**src/rtl/trace_pkg.sv**
```systemverilog
// Shared types for the pc trace recorder: entry layout, serializer states, boot pc.
package trace_pkg;
  localparam logic [31:0] TRACE_RESET_PC = 32'h0040_0000;

  typedef struct packed {
    logic [31:0] pc;
    logic [31:0] inst;
  } trace_entry_t;

  typedef enum logic [1:0] {
    ST_IDLE      = 2'd0,
    ST_SEND_PC   = 2'd1,
    ST_SEND_INST = 2'd2
  } ser_state_t;
endpackage

```
**src/rtl/trace_fifo.sv**
```systemverilog
// Single-clock FIFO with extra-MSB pointers; head entry is visible on rd_data without a read.
module trace_fifo #(
  parameter int WIDTH = 64,
  parameter int DEPTH = 16
) (
  input  logic                     clk_in,
  input  logic                     reset_n,
  input  logic                     wr_en,
  input  logic [WIDTH-1:0]         wr_data,
  input  logic                     rd_en,
  output logic [WIDTH-1:0]         rd_data,
  output logic                     full,
  output logic                     empty,
  output logic [$clog2(DEPTH):0]   count
);
  localparam int AW = $clog2(DEPTH);

  logic [WIDTH-1:0] r_mem [DEPTH];
  logic [AW:0]      r_wr_ptr;
  logic [AW:0]      r_rd_ptr;
  logic             w_wr;
  logic             w_rd;

  assign full    = (r_wr_ptr[AW] != r_rd_ptr[AW]) &&
                   (r_wr_ptr[AW-1:0] == r_rd_ptr[AW-1:0]);
  assign empty   = (r_wr_ptr == r_rd_ptr);
  assign count   = r_wr_ptr - r_rd_ptr;
  assign w_wr    = wr_en && !full;
  assign w_rd    = rd_en && !empty;
  assign rd_data = r_mem[r_rd_ptr[AW-1:0]];

  always_ff @(posedge clk_in) begin
    if (w_wr) r_mem[r_wr_ptr[AW-1:0]] <= wr_data;
  end

  always_ff @(posedge clk_in or negedge reset_n) begin
    if (!reset_n) begin
      r_wr_ptr <= '0;
      r_rd_ptr <= '0;
    end else begin
      if (w_wr) r_wr_ptr <= r_wr_ptr + 1'b1;
      if (w_rd) r_rd_ptr <= r_rd_ptr + 1'b1;
    end
  end
endmodule

```
**src/rtl/pc_trace_buffer.sv**
```systemverilog
// Captures {pc, inst} on every pc change into a FIFO and drains it as a
// pc-word / inst-word valid/ready stream, counting events lost to a full FIFO.
module pc_trace_buffer
  import trace_pkg::*;
#(
  parameter int          DEPTH    = 16,
  parameter logic [31:0] RESET_PC = TRACE_RESET_PC,
  parameter int          CNT_W    = 16
) (
  input  logic                   clk_in,
  input  logic                   reset_n,
  input  logic                   trace_en,
  input  logic [31:0]            pc,
  input  logic [31:0]            inst,
  input  logic                   clr_ovf,
  output logic                   out_valid,
  input  logic                   out_ready,
  output logic [31:0]            out_data,
  output logic                   out_last,
  output logic                   ovf_flag,
  output logic [CNT_W-1:0]       drop_cnt,
  output logic [$clog2(DEPTH):0] level
);
  logic [31:0]  r_prev_pc;
  logic         r_ovf;
  logic [CNT_W-1:0] r_drop_cnt;
  trace_entry_t r_hold;
  ser_state_t   r_state;
  ser_state_t   w_state_nxt;

  logic         w_chg;
  logic         w_evt;
  logic         w_push;
  logic         w_drop;
  logic         w_load;
  logic         w_full;
  logic         w_empty;
  trace_entry_t w_wr_entry;
  trace_entry_t w_head;

  assign w_chg      = (pc != r_prev_pc);
  assign w_evt      = trace_en && w_chg;
  // full is the start-of-cycle occupancy, so a same-cycle pop never rescues the event
  assign w_push     = w_evt && !w_full;
  assign w_drop     = w_evt && w_full;
  assign w_wr_entry = '{pc: pc, inst: inst};

  trace_fifo #(.WIDTH(64), .DEPTH(DEPTH)) u_fifo (
    .clk_in  (clk_in),
    .reset_n (reset_n),
    .wr_en   (w_push),
    .wr_data (w_wr_entry),
    .rd_en   (w_load),
    .rd_data (w_head),
    .full    (w_full),
    .empty   (w_empty),
    .count   (level)
  );

  always_ff @(posedge clk_in or negedge reset_n) begin
    if (!reset_n) r_prev_pc <= RESET_PC;
    else if (w_chg) r_prev_pc <= pc;
  end

  always_ff @(posedge clk_in or negedge reset_n) begin
    if (!reset_n) begin
      r_ovf      <= 1'b0;
      r_drop_cnt <= '0;
    end else if (w_drop) begin
      r_ovf      <= 1'b1;
      if (clr_ovf)          r_drop_cnt <= CNT_W'(1);
      else if (!(&r_drop_cnt)) r_drop_cnt <= r_drop_cnt + CNT_W'(1);
    end else if (clr_ovf) begin
      r_ovf      <= 1'b0;
      r_drop_cnt <= '0;
    end
  end

  always_ff @(posedge clk_in or negedge reset_n) begin
    if (!reset_n) r_state <= ST_IDLE;
    else          r_state <= w_state_nxt;
  end

  always_comb begin
    w_state_nxt = r_state;
    w_load      = 1'b0;
    case (r_state)
      ST_IDLE: begin
        if (!w_empty) begin
          w_load      = 1'b1;
          w_state_nxt = ST_SEND_PC;
        end
      end
      ST_SEND_PC: begin
        if (out_ready) w_state_nxt = ST_SEND_INST;
      end
      ST_SEND_INST: begin
        if (out_ready) begin
          if (!w_empty) begin
            w_load      = 1'b1;
            w_state_nxt = ST_SEND_PC;
          end else begin
            w_state_nxt = ST_IDLE;
          end
        end
      end
      default: w_state_nxt = ST_IDLE;
    endcase
  end

  always_ff @(posedge clk_in or negedge reset_n) begin
    if (!reset_n)    r_hold <= '0;
    else if (w_load) r_hold <= w_head;
  end

  // In IDLE the last word sent was an inst word, so showing r_hold.inst holds out_data.
  assign out_valid = (r_state != ST_IDLE);
  assign out_data  = (r_state == ST_SEND_PC) ? r_hold.pc : r_hold.inst;
  assign out_last  = (r_state == ST_SEND_INST);
  assign ovf_flag  = r_ovf;
  assign drop_cnt  = r_drop_cnt;
endmodule

```
**config.mk**
```make
export PLATFORM = sky130hd
export DESIGN_NAME = pc_trace_buffer
export DESIGN_NICKNAME = d
export VERILOG_FILES = /design/src/rtl/trace_pkg.sv /design/src/rtl/trace_fifo.sv /design/src/rtl/pc_trace_buffer.sv
export SDC_FILE = /design/constraint.sdc
export NUM_CORES = 1
export LEC_CHECK = 0
export ABC_AREA = 1
export BUFFER_PORTS_ARGS = -buffer_cell sky130_fd_sc_hd__buf_2
export CAP_MARGIN = 20
export CORE_UTILIZATION = 50
export DETAILED_ROUTE_END_ITERATION = 10
export MAX_ROUTING_LAYER = met4
export PLACE_DENSITY = 0.66
export SYNTH_ARGS = -nofsm -noshare
export SYNTH_HDL_FRONTEND = slang
export SYNTH_SLANG_ARGS = --single-unit
```
**constraint.sdc**
```tcl
create_clock -name clk_in -period 9.4 [get_ports clk_in]
set_input_delay 2.35 -clock clk_in [delete_from_list [all_inputs] [get_ports clk_in]]
set_output_delay 2.35 -clock clk_in [all_outputs]
set_load 0.1 [all_outputs]
```
==> flow_results.org <==
** Critical path
- The critical path ends at level[4].
- Measured in cells, the most critical reg-to-reg path has a length of 10.
- Critical path endpoint category :: output port
- Worst Setup Start Kind :: flip-flop
- Worst EP arrival :: 3.10 ns
- Startpoint of the most critical register-to-register path :: u_fifo.r_rd_ptr[3]$_DFFE_PN0P_
- In this run the worst path has a maximum fanout of 73.
- In this run the worst setup path begins at u_fifo.r_rd_ptr[1]$_DFFE_PN0P_.
- In this run the critical register-to-register path is captured at u_fifo.r_mem[1][11]$_DFFE_PP_.
- The critical path is of the flip-flop to output port type.
- Reg2Reg Setup Slack :: 5.28 ns
- For the worst setup path, the data required time is 7.05 ns.

** Synthesis
- Averaged over all synthesized cells, the footprint is 13.35 um^2.
- In this run, synthesis inferred 1,024 flip-flops with an integrated enable.
- Summing the areas of all compound-gate instances in the mapped netlist gives 12.06% of the synthesized area.
- Cell variety after synth :: 41
- For this run, the number of Yosys warnings is 0.
- Fraction of the mapped netlist area in simple logic gates :: 7.864%
- The synthesized netlist devotes 0.3219% of its cell area to adder and majority cells.
- Summing every instance area after synthesis gives 45,090 um^2.
- Xor/xnor cell area share of the yosys netlist :: 0.7575%
- Mapped Cells :: 3,377
- After synthesis, the share of cell area in mux cells is 0.7991%.
- Main combinational cell family by area after synthesis :: compound AO/OA/AOI/OAI gates
- The synthesized design contains 1,149 register bits.
- Sequential area share after synthesis :: 75.13%
- Most frequently used flop master after synthesis :: sky130_fd_sc_hd__edfxtp_1
- Post-synthesis net count :: 3,457
- After synthesis, the share of flip-flops with an asynchronous set or reset is 10.88%.

** Min path
- Hold_sp :: ovf_flag$_DFFE_PN0P_
- The min-delay analysis places its worst path in the category flip-flop to flip-flop.

** STA
- Setup repair after global routing left no endpoint under its margin.
- Final sum of negative setup slack :: 0 ns
- The final-report hold violation count came to 0.
- Dividing the final minimum period by the clock period gives 58.00%.
- Relative slew margins :: 18.28%
- Counting I/O delays and the setup requirement, the final critical path takes 5.452 ns.
- Derived from the worst setup path, the maximum achievable clock frequency is 183.4 MHz.
- The number of max-slew violations in the final report is 0.
- Slew at the pin closest to its max-slew limit :: 1.226 ns
- Final-layout worst hold slack :: 0.4863 ns
- For the final database, setup skew stands at 0.03331 ns.
- Setup violators final :: 0

** Routing
- Post-detailed-route via-to-cell ratio :: 6.131
- Initial DRT Pass Iterations :: 5
- Antenna-violating nets left :: 0
- In the routed design, unresolved DRC markers number 0.
- After detailed routing, the average wire length per cell comes to 25.70 um.
- Routed vias :: 28,710
- For this block, the routed nets add up to 120.3 mm of wire.
- Starting DRT DRC Count :: 3,463

** Global routing
- The number of global-route vias before repair is 27,630.
- Wire length of the first global-routing pass :: 177.6 mm
- The number of antenna violations at the first check in global routing came to 10.
- Global route overflow :: 0
- All-Layer GR Usage :: 27.25%
- Entering global routing, the biggest net connects 196 pins.

** Clocking
- No sink is reached through more buffers than the 3 on the longest clock path.
- Root cell of the clock tree :: sky130_fd_sc_hd__clkbuf_16
- Clock transition at the registers of the reported paths :: 0.06 ns
- TritonCTS built the clock tree.
- Buffers inserted during clock tree synthesis total 113.
- CTS Hold Bufs :: 0
- Post-CTS timing repair inserted 0 buffers for setup.
- The clock reaches the later pin of the worst-skew pair after 0.71 ns.
- Level count of the clock H-tree :: 3
- Number of gates given a new drive strength after cts :: 0
- For this design, the sink count on the clock tree is 1,149.

** Outcome
- The run finished with clean final reports.

** Pwr
- Maximum ir drop on the vdd rail :: 0.8690 mV
- For this design the static power due to leakage is 16.68 nW.
- Total power for the finished layout comes to 17.00 mW.
- For this design the ratio of total power to cell area is 338.4 nW/um^2.

** Cells and area
- The net count of the finished layout is 3,491.
- The area growth from synthesis to layout is 11.44%.
- After filler insertion, the fill cell instance count of the layout stands at 7,108.
- Final design utilization :: 56.51%
- In the final layout, the share of cells above drive strength 1 is 11.99%.
- Post-route cell area :: 50,250 um^2

** Run
- Max-cap viol count :: 0

** Floorplanning
- For this configuration, the core starts out at a cell density of 50.71%.
- From bottom edge to top edge, the die measures 302.3 um.
- Std cell rows :: 109
- During I/O placement, the number of pins put on the boundary was 125.
- Die outline area :: 91,390 um^2
- Area of the placeable core :: 88,920 um^2
- Width of the die :: 302.3 um

** Place
- Summing all placed instances gives a cell area of 46,570 um^2.
- HPWL Detailed :: 62.21 mm
- During placement, the flow inserted port buffers numbering 124.
- Placer's final routability congestion estimate :: 0.8274
how the worst min path moves through the flow:
stage | end | slack, ns | depth (start not counted)
after floorplan | u_fifo.r_rd_ptr[4]$_DFFE_PN0P_ | 0.46 | 1
after global placement | ovf_flag$_DFFE_PN0P_ | 0.47 | 2
after detailed placement | ovf_flag$_DFFE_PN0P_ | 0.48 | 2
after CTS | ovf_flag$_DFFE_PN0P_ | 0.49 | 2
after global routing | ovf_flag$_DFFE_PN0P_ | 0.52 | 2
final | ovf_flag$_DFFE_PN0P_ | 0.49 | 2
critical path: stages (launching register included):
cell and delay (ns):
sky130_fd_sc_hd__dfrtp_4 0.43, sky130_fd_sc_hd__buf_4 0.73, sky130_fd_sc_hd__fa_1 0.37, sky130_fd_sc_hd__o21bai_1 0.09, sky130_fd_sc_hd__a21oi_1 0.16, sky130_fd_sc_hd__xor2_1 0.15, sky130_fd_sc_hd__buf_2 0.44
where the power goes:
| part | leakage, nW | internal [mW] | total (mW) | switching (mW) |
|---|---|---|---|---|
| combinational | 4.17 | 1.39 | 6.03 | 4.64 |
| clock | 1.79 | 2.45 | 4.36 | 1.91 |
| sequential | 10.7 | 6.19 | 6.61 | 0.417 |
kinds of logic (layout without fill, tap and decap cells):
| family | Yosys count | count (layout) |
|---|---|---|
| adder cells (fa/ha/maj) | 11 | 11 |
| AND/OR/NAND/NOR | 891 | 891 |
| buffers and inverters | 316 | 449 |
| XOR/XNOR | 39 | 39 |
| other | 0 | 8 |
| AO/OA/AOI/OAI | 939 | 939 |
| flip-flops | 1149 | 1149 |
| multiplexers | 32 | 32 |
per-stage QoR:
step,cells,setup slack [ns]
4_1_cts,4674,3.908
2_1_floorplan,3377,1.333
6_report,4683,3.948
3_5_place_dp,4460,3.503
5_1_grt,4680,3.788
3_3_place_gp,4460,3.529
routing by layer:
layer	routed length (um)	global-route usage, %	vias up
met4	3165	8.454	0
met3	11660	4.884	203
met5	0	-	-
met2	56740	41.27	1410
met1	48780	37.71	14470
li1	-	-	12630
flip-flops by register name (all words and copies together), names as in the netlist:
register / cells
r_prev_pc: 32
u_fifo.r_rd_ptr: 5
r_hold: 64
drop_cnt: 16
r_state: 2
u_fifo.r_mem: 1024
u_fifo.r_wr_ptr: 5
ovf_flag: 1
cells in the mapped netlist, types with 2 or more instances:
library cell / count / area, um^2
sky130_fd_sc_hd__inv_1: 51 / 191.4
sky130_fd_sc_hd__o211ai_1: 25 / 187.7
sky130_fd_sc_hd__buf_2: 57 / 285.3
sky130_fd_sc_hd__a31oi_1: 65 / 406.6
sky130_fd_sc_hd__dfrtp_1: 124 / 3103
sky130_fd_sc_hd__nand2_2: 2 / 12.51
sky130_fd_sc_hd__xnor2_1: 30 / 262.8
sky130_fd_sc_hd__o22ai_1: 153 / 957.2
sky130_fd_sc_hd__nand3_1: 72 / 360.4
sky130_fd_sc_hd__buf_6: 6 / 67.56
sky130_fd_sc_hd__buf_4: 21 / 157.7
sky130_fd_sc_hd__o221ai_1: 103 / 902.1
sky130_fd_sc_hd__ha_1: 10 / 125.1
sky130_fd_sc_hd__nor2_4: 2 / 22.52
sky130_fd_sc_hd__mux2_2: 32 / 360.4
sky130_fd_sc_hd__or2_2: 3 / 18.77
sky130_fd_sc_hd__edfxtp_1: 1024 / 30750
sky130_fd_sc_hd__xor2_1: 9 / 78.83
sky130_fd_sc_hd__nand2_1: 173 / 649.4
sky130_fd_sc_hd__nand4_1: 13 / 81.33
sky130_fd_sc_hd__o21ai_0: 519 / 2597
sky130_fd_sc_hd__nor2_1: 604 / 2267
sky130_fd_sc_hd__nor3_1: 17 / 85.08
sky130_fd_sc_hd__a21oi_1: 69 / 345.3
sky130_fd_sc_hd__clkbuf_1: 177 / 664.4
layout make-up:
type                       count  area (um^2)  share of cell area, %
clock inverter                49        385.4                 0.7669
inverter                      54        226.5                 0.4507
multi-input combinational   1912         9927                  19.75
clock buffer                 165         3244                  6.456
antenna                        8        20.02                0.03984
tap                         1165         1458                  2.901
sequential                  1149        33890                  67.44
timing repair buffer         181         1100                  2.189
cells in the final DEF (no fill, tap or decap), types with 20 or more instances in the layout:
master                         n
sky130_fd_sc_hd__a21oi_1      69
sky130_fd_sc_hd__o211ai_1     25
sky130_fd_sc_hd__nor2_1      602
sky130_fd_sc_hd__o221ai_1    103
sky130_fd_sc_hd__o21ai_0     519
sky130_fd_sc_hd__clkbuf_1     31
sky130_fd_sc_hd__clkinv_2     25
sky130_fd_sc_hd__edfxtp_1   1024
sky130_fd_sc_hd__clkbuf_8     20
sky130_fd_sc_hd__clkbuf_16   114
sky130_fd_sc_hd__inv_1        47
sky130_fd_sc_hd__nand3_1      72
sky130_fd_sc_hd__xnor2_1      30
sky130_fd_sc_hd__buf_4        54
sky130_fd_sc_hd__a31oi_1      65
sky130_fd_sc_hd__dfrtp_1     121
sky130_fd_sc_hd__mux2_2       32
sky130_fd_sc_hd__nand2_1     172
sky130_fd_sc_hd__buf_2       123
sky130_fd_sc_hd__o22ai_1     153
Power figures use the tool's default switching activity.
